==> config.mk <==
export PLATFORM = sky130hd
export DESIGN_NAME = shift_deserializer
export DESIGN_NICKNAME = d
export VERILOG_FILES = /design/src/rtl/shift_deserializer.sv
export SDC_FILE = /design/constraint.sdc
export NUM_CORES = 1
export LEC_CHECK = 0
export CAP_MARGIN = 15
export CORE_UTILIZATION = 50
export CTS_CLUSTER_DIAMETER = 120
export CTS_CLUSTER_SIZE = 20
export DETAILED_ROUTE_END_ITERATION = 10
export PLACE_DENSITY = 0.74
export SYNTH_ARGS = -nofsm -noshare
export SYNTH_HDL_FRONTEND = slang
export SYNTH_SLANG_ARGS = --single-unit
==> constraint.sdc <==
create_clock -name i_clk -period 2.1 [get_ports i_clk]
set_input_delay 0.42 -clock i_clk [delete_from_list [all_inputs] [get_ports i_clk]]
set_output_delay 0.42 -clock i_clk [all_outputs]
set_load 0.05 [all_outputs]
==> src/rtl/shift_deserializer.sv <==
// Framed serial-to-parallel receiver: assembles NBIT-bit words from a valid-strobed
// bit stream, pulses o_q_vld on completion and o_err on an early start-of-frame.
module shift_deserializer #(
    parameter int unsigned NBIT      = 8,
    parameter int unsigned MSB_FIRST = 1
) (
    input  logic            i_clk,
    input  logic            i_rst,
    input  logic            i_s,
    input  logic            i_s_vld,
    input  logic            i_sof,
    output logic [NBIT-1:0] o_q,
    output logic            o_q_vld,
    output logic            o_err,
    output logic            o_busy
);

    localparam int unsigned CNT_W = $clog2(NBIT) + 1;
    localparam logic [CNT_W-1:0] LAST_BIT = CNT_W'(NBIT - 1);

    typedef enum logic {
        IDLE  = 1'b0,
        SHIFT = 1'b1
    } state_t;

    state_t            state, state_n;
    logic [CNT_W-1:0]  cnt, cnt_n;
    logic [NBIT-1:0]   sr, sr_n;
    logic [NBIT-1:0]   q_n;
    logic              q_vld_n;
    logic              err_n;
    logic              busy_n;
    logic [NBIT-1:0]   word_c;

    // Insert one bit at the end that keeps the first-received bit in its final position.
    function automatic logic [NBIT-1:0] shift_in(input logic [NBIT-1:0] cur, input logic b);
        if (MSB_FIRST != 0) begin
            return {cur[NBIT-2:0], b};
        end else begin
            return {b, cur[NBIT-1:1]};
        end
    endfunction

    assign word_c = shift_in(sr, i_s);

    always_ff @(posedge i_clk or posedge i_rst) begin
        if (i_rst) begin
            state   <= IDLE;
            cnt     <= '0;
            sr      <= '0;
            o_q     <= '0;
            o_q_vld <= 1'b0;
            o_err   <= 1'b0;
            o_busy  <= 1'b0;
        end else begin
            state   <= state_n;
            cnt     <= cnt_n;
            sr      <= sr_n;
            o_q     <= q_n;
            o_q_vld <= q_vld_n;
            o_err   <= err_n;
            o_busy  <= busy_n;
        end
    end

    always_comb begin
        state_n = state;
        cnt_n   = cnt;
        sr_n    = sr;
        q_n     = o_q;
        q_vld_n = 1'b0;
        err_n   = 1'b0;

        case (state)
            IDLE: begin
                // Unframed bits are dropped; only a start-of-frame opens a word.
                if (i_s_vld && i_sof) begin
                    sr_n    = shift_in('0, i_s);
                    cnt_n   = CNT_W'(1);
                    state_n = SHIFT;
                end
            end
            SHIFT: begin
                if (i_s_vld) begin
                    if (i_sof) begin
                        // Early restart: abandon the partial word, this bit starts a new one.
                        err_n = 1'b1;
                        sr_n  = shift_in('0, i_s);
                        cnt_n = CNT_W'(1);
                    end else if (cnt == LAST_BIT) begin
                        sr_n    = word_c;
                        q_n     = word_c;
                        q_vld_n = 1'b1;
                        cnt_n   = '0;
                        state_n = IDLE;
                    end else begin
                        sr_n  = word_c;
                        cnt_n = cnt + CNT_W'(1);
                    end
                end
            end
            default: begin
                state_n = IDLE;
                cnt_n   = '0;
            end
        endcase

        busy_n = (state_n == SHIFT);
    end

endmodule

==> flow_summary.toml, run 1 <==
[status]
outcome = "finished clean"

[power]
ir_worst_vdd_uv = 429
powerDensity_nw_per_um2 = 779
power_uw = 904
leakagePower_uw = 0.000541

[synthesis]
ys_seq_area_frac = 0.580
ys_ff_latch = 22
avgSynthCellArea_um2 = 13.9
syn_inst = 68
yosys_warnings = 0
syn-cell-area_um2 = 948
synth_cell_type_count = 23
syn_nets = 74

[final_layout]
syn_to_final_growth_pct = 22.3
design_area_um2 = 1160
final_common_cell = "dfrtp_1"
fillers = 154
final_cell_mix = "dfrtp_1 (22), clkdlybuf4s50_1 (14), mux2_4 (8), buf_4 (6), a22o_1 (5)"
layout-drive-gt1-share = 0.253
nets = 94
num_antenna_cells = 0

[setup_path]
slowest_stage = "clkdlybuf4s50_1"
cp-end-kind = "primary output"
crit_chain = "clkdlybuf4s50_1"
worstSetupPathType = "reg2out"
r2r_slack_ns = 0.53
timing.rr.end = "o_q[4]$_DFFE_PP0P_"
reg2regPathDepth = 4
critPathMaxStageDelay_ns = 0.80
cp.required_ns = 1.68
cp.arrival_ns = 1.47
cp_num_buf_inv = 1
crit_family = "buffers and inverters"
cp-start-kind = "register"
cp_max_fo = 2
r2r_start = "cnt[0]$_DFFE_PP0P_"

[timing]
max_freq_ghz = 0.528
rsz0062_at_grt = "false"
relSlewSlack = 0.668
skew_ns = 0.00162
slew_viol_final = 0
worst_pin_slew_ns = 0.497
fin_crit_ns = 1.89
hold_viol_final = 0
setup_violations = 0
tns_ns = 0
setup_slack_ns = 0.206
holdWs_ns = 0.456
timing.final.crit_share = 0.902

[clock_network]
clock_path_buffers = 2
cts_buffers = 3
post_cts_buffers = 0
clk_latency_ns = 0.30
h-tree-depth = 1
clk_pin_slew_ns = 0.11
cts_tree = "done"
cts_root_buf = "clkbuf_4"
cts_resized = 0
cts_hold_buf = 0
clock_sinks = 22

[floorplanning]
start_util = 0.543
die_h_um = 45.6
row_count = 15
dieArea_um2 = 2070
die_w_um = 45.6
design.core.area_um2 = 1750
ios = 16

[route]
routed_via_density = 5.33
ant_nets = 0
drt_pass1_iterations = 4
remaining_drc_errors = 0
vias = 597
routed_wl_um = 1650
wl_per_cell_um = 14.7
drt_iter0_drc = 17

[global_route]
grt_usage = 0.195
antenna_found_initial = 0
grt-ovfl-total = 0
grt_pass1_wl_um = 2770
grt_max_degree = 23
grt_pass1_vias = 586

[hold_path]
hp-class = "in2async"

[run]
cap_violations = 0

[placed_design]
hpwl_um = 1070
dpl_worst_slack_ns = 0.331
gp_congestion = 0.683
portBuffers = 15
place_area_um2 = 1120
==> how the worst max path moves through the flow <==
stage / start / end / slack [ns] / cells after the start
3_5_place_dp: i_s_vld / o_q[4]$_DFFE_PP0P_ / 0.33 / 4
3_3_place_gp: i_s_vld / o_q[0]$_DFFE_PP0P_ / 0.35 / 4
4_1_cts: o_q[4]$_DFFE_PP0P_ / o_q[4] / 0.19 / 1
5_1_grt: o_q[4]$_DFFE_PP0P_ / o_q[4] / 0.15 / 1
2_1_floorplan: state$_DFF_PP0_ / o_q[0]$_DFFE_PP0P_ / 0.46 / 5
6_report: o_q[4]$_DFFE_PP0P_ / o_q[4] / 0.21 / 1
==> power breakdown <==
part / leakage, µW / total (µW) / internal (µW) / switching [µW]
Clock: 0.0000210 / 229 / 106 / 123
Sequential: 0.000292 / 490 / 459 / 31.2
Combinational: 0.000227 / 185 / 82.4 / 103
Total: 0.000541 / 904 / 647 / 257
==> Yosys cell counts, drive strengths merged <==
cell type  count  share of area
o2bb2ai        2          0.018
nor3           1         0.0053
buf            3          0.036
o21ai          4          0.021
a22o           7          0.067
and3b          2          0.018
mux2           9           0.14
clkbuf         2         0.0079
and4           1         0.0092
ha             1          0.013
a21oi          1         0.0053
a221o          1          0.011
nor4           1         0.0066
a31oi          2          0.013
dfrtp         22           0.58
inv            2         0.0079
and2           1         0.0092
nand2          3          0.012
and3           1         0.0066
nor2b          2          0.013
==> per-layer routing <==
metal	part of all wire	global-route usage
met5	0	0
met4	0.025	0.109
met1	0.50	0.267
met3	0.036	0.0476
met2	0.43	0.280
==> metrics by stage <==
step	utilization	instances
after global routing	0.665	112
after floorplan	-	68
after global placement	0.644	108
final	0.665	112
after detailed placement	0.644	108
after CTS	0.665	112
==> cell families after synthesis <==
| kind of cell | Yosys count | synth area share |
|---|---|---|
| AOI/OAI and AO/OA | 17 | 0.136 |
| adders and majority gates | 1 | 0.0132 |
| buffers and inverters | 7 | 0.0515 |
| DFF | 22 | 0.580 |
| muxes | 9 | 0.139 |
| and+or+nand+nor | 12 | 0.0805 |
==> registers in the layout (all words and copies together) (netlist names) <==
register,flops
cnt,4
o_err,1
o_q,8
o_q_vld,1
sr,7
state,1
==> layout make-up <==
cell class                      instances  area (µm²)  area share
Timing Repair Buffer                   20         185       0.160
Sequential cell                        22         551       0.475
Inverter                                2        7.51     0.00647
Tap cell                               25        31.3      0.0270
Clock buffer                            4        36.3      0.0313
Multi-Input combinational cell         39         349       0.301
No activity file was read; power rests on OpenSTA's default activity.
==> inputs of run 2 (changes only) <==
- SKIP_CTS_REPAIR_TIMING: unset -> 1
==> results of run 2 <==
Final layout, timing and power as in run 1 (identical DEF).
